===== src/rtl/dmem_access_fsm.sv =====
// rtl/dmem_access_fsm.sv - single-port data-memory sequencer between the load/store RS and the data cache
module dmem_access_fsm #(
   parameter int LOAD_RS_DEPTH = 3
) (
   input  logic                     clk,
   input  logic                     rst,
   input  logic                     move_flush,
   input  logic                     dmem_r_rqst,
   input  logic [LOAD_RS_DEPTH-1:0] load_rs_idx_rqst,
   input  logic [31:0]              arbiter_load_rs_addr,
   input  logic [3:0]               arbiter_load_rs_rmask,
   input  logic                     dmem_w_rqst,
   input  logic [31:0]              store_addr,
   input  logic [3:0]               store_wmask,
   input  logic [31:0]              store_wdata,
   output logic                     load_rs_pop,
   output logic [LOAD_RS_DEPTH-1:0] load_rs_idx_executing,
   output logic [31:0]              load_rdata,
   output logic                     store_rs_pop,
   output logic [31:0]              dmem_addr,
   output logic [3:0]               dmem_rmask,
   output logic [3:0]               dmem_wmask,
   output logic [31:0]              dmem_wdata,
   input  logic [31:0]              dmem_rdata,
   input  logic                     dmem_resp,
   output logic                     dmem_busy
);

   localparam logic [1:0] IDLE        = 2'd0;
   localparam logic [1:0] LOAD_WAIT   = 2'd1;
   localparam logic [1:0] STORE_WAIT  = 2'd2;
   localparam logic [1:0] FLUSH_DRAIN = 2'd3;

   logic [1:0]               state;
   logic [31:0]              addr_q;
   logic [3:0]               rmask_q;
   logic [3:0]               wmask_q;
   logic [31:0]              wdata_q;
   logic [LOAD_RS_DEPTH-1:0] idx_q;

   // Any wait state ends on the cache response; a response seen in IDLE is stray.
   logic access_done;
   assign access_done = (state != IDLE) && dmem_resp;

   // State and latched request; registers clear on return to IDLE so the cache sees zeros there.
   always_ff @(posedge clk or negedge rst) begin
      if (!rst) begin
         state   <= IDLE;
         addr_q  <= '0;
         rmask_q <= '0;
         wmask_q <= '0;
         wdata_q <= '0;
         idx_q   <= '0;
      end else if (access_done) begin
         state   <= IDLE;
         addr_q  <= '0;
         rmask_q <= '0;
         wmask_q <= '0;
         wdata_q <= '0;
         idx_q   <= '0;
      end else begin
         case (state)
            IDLE: begin
               // Committed stores win; a flushed load is simply not taken this cycle.
               if (dmem_w_rqst) begin
                  state   <= STORE_WAIT;
                  addr_q  <= store_addr;
                  rmask_q <= '0;
                  wmask_q <= store_wmask;
                  wdata_q <= store_wdata;
                  idx_q   <= '0;
               end else if (dmem_r_rqst && !move_flush) begin
                  state   <= LOAD_WAIT;
                  addr_q  <= arbiter_load_rs_addr;
                  rmask_q <= arbiter_load_rs_rmask;
                  wmask_q <= '0;
                  wdata_q <= '0;
                  idx_q   <= load_rs_idx_rqst;
               end
            end
            LOAD_WAIT: begin
               // The load is dead but the cache access must still be drained.
               if (move_flush) begin
                  state <= FLUSH_DRAIN;
               end
            end
            default: begin
               // STORE_WAIT and FLUSH_DRAIN only leave on the response.
               state <= state;
            end
         endcase
      end
   end

   // Completion pulses and result return; result fields are zero unless a load pops.
   always_comb begin
      load_rs_pop           = (state == LOAD_WAIT) && dmem_resp && !move_flush;
      store_rs_pop          = (state == STORE_WAIT) && dmem_resp;
      load_rs_idx_executing = load_rs_pop ? idx_q : '0;
      load_rdata            = load_rs_pop ? dmem_rdata : '0;
   end

   // Cache-side outputs come only from the latched request, word-aligned address.
   always_comb begin
      dmem_addr  = addr_q & 32'hFFFF_FFFC;
      dmem_rmask = rmask_q;
      dmem_wmask = wmask_q;
      dmem_wdata = wdata_q;
      dmem_busy  = (state != IDLE);
   end

endmodule


===== config.mk =====
export PLATFORM = sky130hd
export DESIGN_NAME = dmem_access_fsm
export DESIGN_NICKNAME = d
export VERILOG_FILES = /design/src/rtl/dmem_access_fsm.sv
export SDC_FILE = /design/constraint.sdc
export NUM_CORES = 1
export LEC_CHECK = 0
export CAP_MARGIN = 10
export CELL_PAD_IN_SITES_DETAIL_PLACEMENT = 1
export CELL_PAD_IN_SITES_GLOBAL_PLACEMENT = 1
export CORE_MARGIN = 3
export CORE_UTILIZATION = 24
export CTS_CLUSTER_DIAMETER = 200
export DETAILED_ROUTE_END_ITERATION = 10
export PLACE_DENSITY = 0.91
export SYNTH_ARGS = -nofsm -noshare
export SYNTH_HDL_FRONTEND = slang
export SYNTH_SLANG_ARGS = --single-unit

===== constraint.sdc =====
create_clock -name clk -period 1.72 [get_ports clk]
set_input_delay 0.344 -clock clk [delete_from_list [all_inputs] [get_ports clk]]
set_output_delay 0.344 -clock clk [all_outputs]
set_load 0.02 [all_outputs]

==> flow_summary.toml, run 1 <==
[yosys]
ys_seq_area_share_pct = 56.82
avgSynthCellArea_sq_um = 13.11
ys_ff_latch = 75
yosys-top-cells-area = "dfrtp_1 57%, a22o_1 11%, mux2i_1 9.1%, o2bb2ai_1 8.0%, and2_1 6.8%"
synth_warnings = 0
syn_inst = 252
synthDistinctLibCells = 23
yosys.area.top_type = "dfrtp_1"
synth_common_cells = "75 x dfrtp_1, 43 x a22o_1, 36 x and2_1"
synth-main-ff-cell = "dfrtp_1"
synth_most_common_cell = "dfrtp_1"
synth_edf_count = 0
async_flop_share_pct = 100.0
syn_area_sq_um = 3303
yosysTopAreaCellShare_pct = 56.82

[finish]
regArea_sq_um = 1877
drive_gt1_share_pct = 22.26
multi_input_area_sq_um = 1360
num_antenna_cells = 0
fin_util_pct = 50.38
finalNetCount = 662
nFillCells = 1410
syn2layout_area_growth_pct = 103.6

[global_routing]
antenna_found_initial = 0
grt_pass1_wl_microns = 19900
grt_overflow = 0
grt_pass1_vias = 3619
grtUsageTotal_pct = 17.00
grt_max_degree = 76

[place]
routabilityCongestion = 0.7115
io_buffers = 248
place_ws_ns = -0.8440
place_hpwl_microns = 9949

[timing]
fmax_mhz = 472.2
hold_viol = 0
setup-violations-final = 36
min_period_over_period_pct = 123.1
min_period_ns = 2.118
rsz0062_at_grt = "true"
fin_ws_ns = -0.3978
slew_violations = 0
fin_worst_skew_ns = 0.006158

[worst_setup_path]
max_stage_delay_ns = 0.41
rr_worst_depth = 6
worstSetupPathType = "flop to primary output"
cp_top_family = "buffers and inverters"
path_buf_inv = 3
worst_setup_path_start_kind = "flop"
crit_path_max_fanout = 4
path_cells = "nor4b_4 > buf_4 > clkbuf_16 > and2_1 > buf_6"
cp_slowest_cell = "dfrtp_1"
crit_cells = 5
crit_required_ns = 1.38
arrival_ns = 1.77
end_kind = "primary output"

[flow_run]
cap_violations = 0

[clock_tree]
clk_pin_slew_worst_paths_ns = 0.06
ctsHtreeMaxLevel = 3
cts_sinks = 75
root_buffer = "clkbuf_16"
clockBufferDepth = 2
cts_tree = "built"
numCtsBuffers = 9
clock_latency_ns = 0.33
hold_buffers = 0

[routing]
dr.pass1.iters = 4
viasPerCell = 4.732
routedWlPerCell_microns = 21.31
drt_iter0_markers = 160
routed_wl_microns = 14850
vias = 3298
drc = 0
postRouteAntennaNets = 0

[floorplanning]
fp.dieArea_sq_um = 15210
core_sq_um = 13350
placementRows = 42
die_h_microns = 123.3
initial_core_util_pct = 24.75
die_w_microns = 123.3
io_pins = 255

[status]
violations = "setup timing"
status = "complete, but fails checks"

[power]
ir_drop_mv = 0.4513
leakage_nw = 2.977
p_per_area_nw_per_um2 = 1024
power_w = 0.006883

[worst_hold_path]
min_path_type = "input pin to async pin"
through the flow:
stage | cell area, sq um | setup TNS (ns) | cells | hold slack [ns]
2_1_floorplan | 3317 | 0 | 253 | 0.04841
3_3_place_gp | 6058 | -44.40 | 668 | 0.3883
3_5_place_dp | 6058 | -49.04 | 668 | 0.4006
4_1_cts | 6489 | -10.54 | 687 | 0.04069
5_1_grt | 6724 | -13.22 | 697 | 0.06204
6_report | 6724 | -11.71 | 697 | 0.03773
state kept, by name, indices dropped and copies added (netlist names):
name / count
addr_q: 30
dmem_rmask: 4
dmem_wdata: 32
dmem_wmask: 4
idx_q: 3
state: 2
path summary, 6_finish.rpt:
kind                       startpoint        endpoint  slack (ns)
setup / recovery             state[1]  load_rdata[19]       -0.40
hold / removal                    rst   dmem_rmask[0]        0.04
setup reg to reg             state[1]   dmem_rmask[1]        0.07
hold reg to reg            addr_q[17]      addr_q[17]        0.49
max in group asynchronous         rst  dmem_wdata[21]        1.37
min in group clk           addr_q[17]      addr_q[17]        0.49
area by class of cell:
class,count,share of cell area (%)
Tap cell,176,3.275
Multi-Input combinational cell,153,20.23
Timing Repair Buffer,276,43.41
Inverter,2,0.1116
Clock inverter,6,1.712
Clock buffer,9,3.349
Sequential cell,75,27.91
per-layer routing:
| layer | vias to the layer above | wire [microns] | global-route usage [%] |
|---|---|---|---|
| met1 | 1640 | 5029 | 17.43 |
| met2 | 170 | 8132 | 32.31 |
| met3 | 35 | 1155 | 3.705 |
| met5 | - | 0 | 0 |
| met4 | 0 | 535 | 8.304 |
| li1 | 1453 | - | - |
report_power, final:
part / internal (W) / total [W] / switching (W)
clock: 0.00141 / 0.00216 / 0.000746
sequential: 0.00210 / 0.00230 / 0.000206
combinational: 0.00126 / 0.00242 / 0.00116
timing repair:
item                                    in CTS  in global routing
cloned                                       1                  6
buffers inserted                             3                  4
pin swaps                                    1                 25
resized for setup                          226                 33
endpoints found under the setup margin      38                 46
cells in the final DEF, fill, tap and decap left out:
master | Yosys | layout
a21o_1 | 1 | 1
a21oi_1 | 1 | 1
a22o_1 | 43 | 43
and2_1 | 36 | 9
and2_4 | 0 | 27
buf_12 | 0 | 7
buf_2 | 2 | 2
buf_4 | 2 | 13
buf_6 | 7 | 39
buf_8 | 0 | 1
bufinv_16 | 0 | 3
clkbuf_16 | 0 | 14
clkdlybuf4s15_1 | 0 | 1
clkdlybuf4s50_1 | 0 | 205
clkinv_4 | 0 | 2
clkinvlp_4 | 0 | 1
conb_1 | 1 | 2
dfrtp_1 | 75 | 75
dlygate4sd2_1 | 0 | 2
dlymetal6s2s_1 | 0 | 1
inv_2 | 1 | 2
mux2i_1 | 30 | 30
nand2_1 | 1 | 1
nor2_1 | 1 | 1
nor2_2 | 1 | 1
nor2b_1 | 1 | 1
nor3b_4 | 0 | 1
nor4b_4 | 0 | 1
o21ai_2 | 0 | 1
o21bai_1 | 2 | 2
o2bb2ai_1 | 30 | 30
o31ai_4 | 1 | 1
cells by family after synthesis:
family / synth area share, %
other: 0.1135
DFF: 56.82
AOI/OAI and AO/OA: 20.98
and+or+nand+nor: 8.258
muxes: 9.091
buffers and inverters: 4.735
(Power assumes the default switching activity.)
==> inputs of run 2 (changes only) <==
ABC_AREA = 1   (was unset)
CORE_UTILIZATION = 25   (was 24)
PLACE_DENSITY = 0.93   (was 0.91)
==> flow_summary.toml, run 2 <==
[finish]
nFillCells = 1663
largest_reg_flops = 32
syn2layout_area_growth_pct = 86.81
finalNetCount = 870
layout_common_cells = "195 x clkdlybuf4s50_1, 110 x nand3_1, 97 x nand2_1, 75 x dfrtp_1, 38 x inv_1"
drive_gt1_share_pct = 20.27
multi_input_area_sq_um = 1768
fin_util_pct = 48.65
regArea_sq_um = 1877
final_common_cell = "clkdlybuf4s50_1"
fin_cells = 915

[routing]
drt_iter0_markers = 154
routedWlPerCell_microns = 18.74
postRouteAntennaNets = 0
drc = 0
dr.pass1.iters = 4
vias = 4271
routed_wl_microns = 17150
viasPerCell = 4.668

[floorplanning]
core_sq_um = 14860
placementRows = 44
die_w_microns = 130.4
die_h_microns = 130.4
initial_core_util_pct = 26.04
fp.dieArea_sq_um = 17010
io_pins = 255

[clock_tree]
cts_tree = "built"
hold_buffers = 0
root_buffer = "clkbuf_16"
ctsHtreeMaxLevel = 3
numCtsBuffers = 9
clock_latency_ns = 0.33
clk_pin_slew_worst_paths_ns = 0.06
cts_sinks = 75
clockBufferDepth = 2

[yosys]
ys_ff_latch = 75
async_flop_share_pct = 100.0
synth_warnings = 0
synthDistinctLibCells = 25
avgSynthCellArea_sq_um = 8.116
syn_area_sq_um = 3871
synth-main-ff-cell = "dfrtp_1"
syn_inst = 477
synth_common_cells = "110 x nand3_1, 97 x nand2_1, 75 x dfrtp_1"
yosys.area.top_type = "dfrtp_1"
ys_seq_area_share_pct = 48.48
synth_most_common_cell = "nand3_1"
yosysTopAreaCellShare_pct = 48.48
synth_edf_count = 0
yosys-top-cells-area = "dfrtp_1 48%, nand3_1 14%, nand2_1 9.4%, inv_1 4.0%, nor2_1 3.6%"

[worst_setup_path]
arrival_ns = 1.49
end_kind = "primary output"
crit_required_ns = 1.38
crit_path_max_fanout = 4
worst_setup_path_start_kind = "flop"
worstSetupPathType = "flop to primary output"

[worst_hold_path]
min_path_type = "input pin to async pin"

[timing]
fin_worst_skew_ns = 0.004769
hold_viol = 0
fin_ws_ns = -0.1183
min_period_ns = 1.838
rsz0062_at_grt = "true"
setup-violations-final = 25
slew_violations = 0
fmax_mhz = 544.0
holdWs_ns = 0.03152
min_period_over_period_pct = 106.9
finalSetupTns_ns = -1.875

[power]
ir_drop_mv = 0.8553
power_w = 0.01063
leakage_nw = 3.488
p_per_area_nw_per_um2 = 1470

[global_routing]
grtUsageTotal_pct = 18.65
grt_pass1_vias = 4410
grt_max_degree = 76
antenna_found_initial = 1
grt_pass1_wl_microns = 24380
grt_overflow = 0

[place]
io_buffers = 248
dp.cells = 893
routabilityCongestion = 0.7392
place_hpwl_microns = 11920

[status]
violations = "setup timing"
status = "complete, but fails checks"

[flow_run]
cap_violations = 0
-- run 2: changes by cell type in the layout (fill, tap and decap cells not counted), sizes merged, moves of 7 or more --
cell / before / now
o21ai: 1 / 34
nand2: 1 / 98
a22o: 43 / 0
inv: 2 / 44
nand3: 0 / 120
o2bb2ai: 30 / 0
or2: 0 / 10
nor2: 2 / 39
clkdlybuf4s50: 205 / 195
dlymetal6s2s: 1 / 8
a21boi: 0 / 13
and2: 36 / 0
mux2i: 30 / 0
-- run 2: metrics by stage --
stage / setup WS [ns] / area, sq um
global placement: -0.5135 / 6561
floorplan: 0.1368 / 3875
CTS: -0.1274 / 6940
finish: -0.1183 / 7232
global route: -0.1934 / 7232
detailed placement: -0.5981 / 6561
-- run 2: cell type report --
cell class	instances	share of cell area [%]
Antenna cell	1	0.03460
Clock buffer	12	3.547
Clock inverter	4	0.3460
Inverter	44	2.353
Multi-Input combinational cell	320	24.45
Sequential cell	75	25.95
Tap cell	184	3.183
Timing Repair Buffer	275	40.14
-- run 2: layer usage --
layer	GRT usage, %	part of all wire (%)	up-vias
li1	-	-	2025
met2	34.04	52	188
met4	4.416	2.1	0
met3	7.683	9.4	23
met1	20.14	37	2035
met5	0	0	-
-- run 2: cell families after synthesis --
kind of cell    Yosys count  share of synthesized area [%]
flops                    75                          48.48
compound gates           49                          7.175
buf+inv                  83                          11.28
simple gates            269                          32.97
other cells               1                        0.09687
-- run 2: report_power, final --
| group | switching [W] | leakage (nW) | total, W | internal (W) |
|---|---|---|---|---|
| Combinational | 0.00317 | 2.37 | 0.00577 | 0.00259 |
| Clock | 0.000730 | 0.135 | 0.00178 | 0.00105 |
| Sequential | 0.000501 | 0.984 | 0.00308 | 0.00258 |
| Total | 0.00441 | 3.49 | 0.0106 | 0.00622 |
-- run 2: path summary, 6_finish.rpt --
| kind | to | startpoint | slack (ns) | cells past startpoint |
|---|---|---|---|---|
| setup / recovery | load_rdata[9] | state[1] | -0.12 | 6 |
| hold / removal | dmem_wmask[1] | rst | 0.03 | 2 |
| setup reg to reg | addr_q[31] | state[0] | 0.13 | 7 |
| hold reg to reg | dmem_wdata[13] | dmem_wdata[13] | 0.50 | 2 |
| max in group asynchronous | idx_q[1] | rst | 1.37 | 2 |
| min in group clk | addr_q[25] | dmem_w_rqst | 0.48 | 5 |
-- run 2: timing repair --
action / 4_1_cts / 5_1_grt
pin swaps: 0 / 1
resized for setup: 227 / 68
setup endpoints to repair: 40 / 48
endpoints found under the hold margin: 0 / 0
buffers inserted: 2 / 0
cloned: 2 / 2
-- run 2: worst max-delay path, stage by stage (launching register included) --
cell and delay, ns:
dfrtp_1 0.40, inv_2 0.09, nand4_4 0.11, buf_12 0.18
clkbuf_16 0.17, nor2_4 0.09, buf_6 0.12
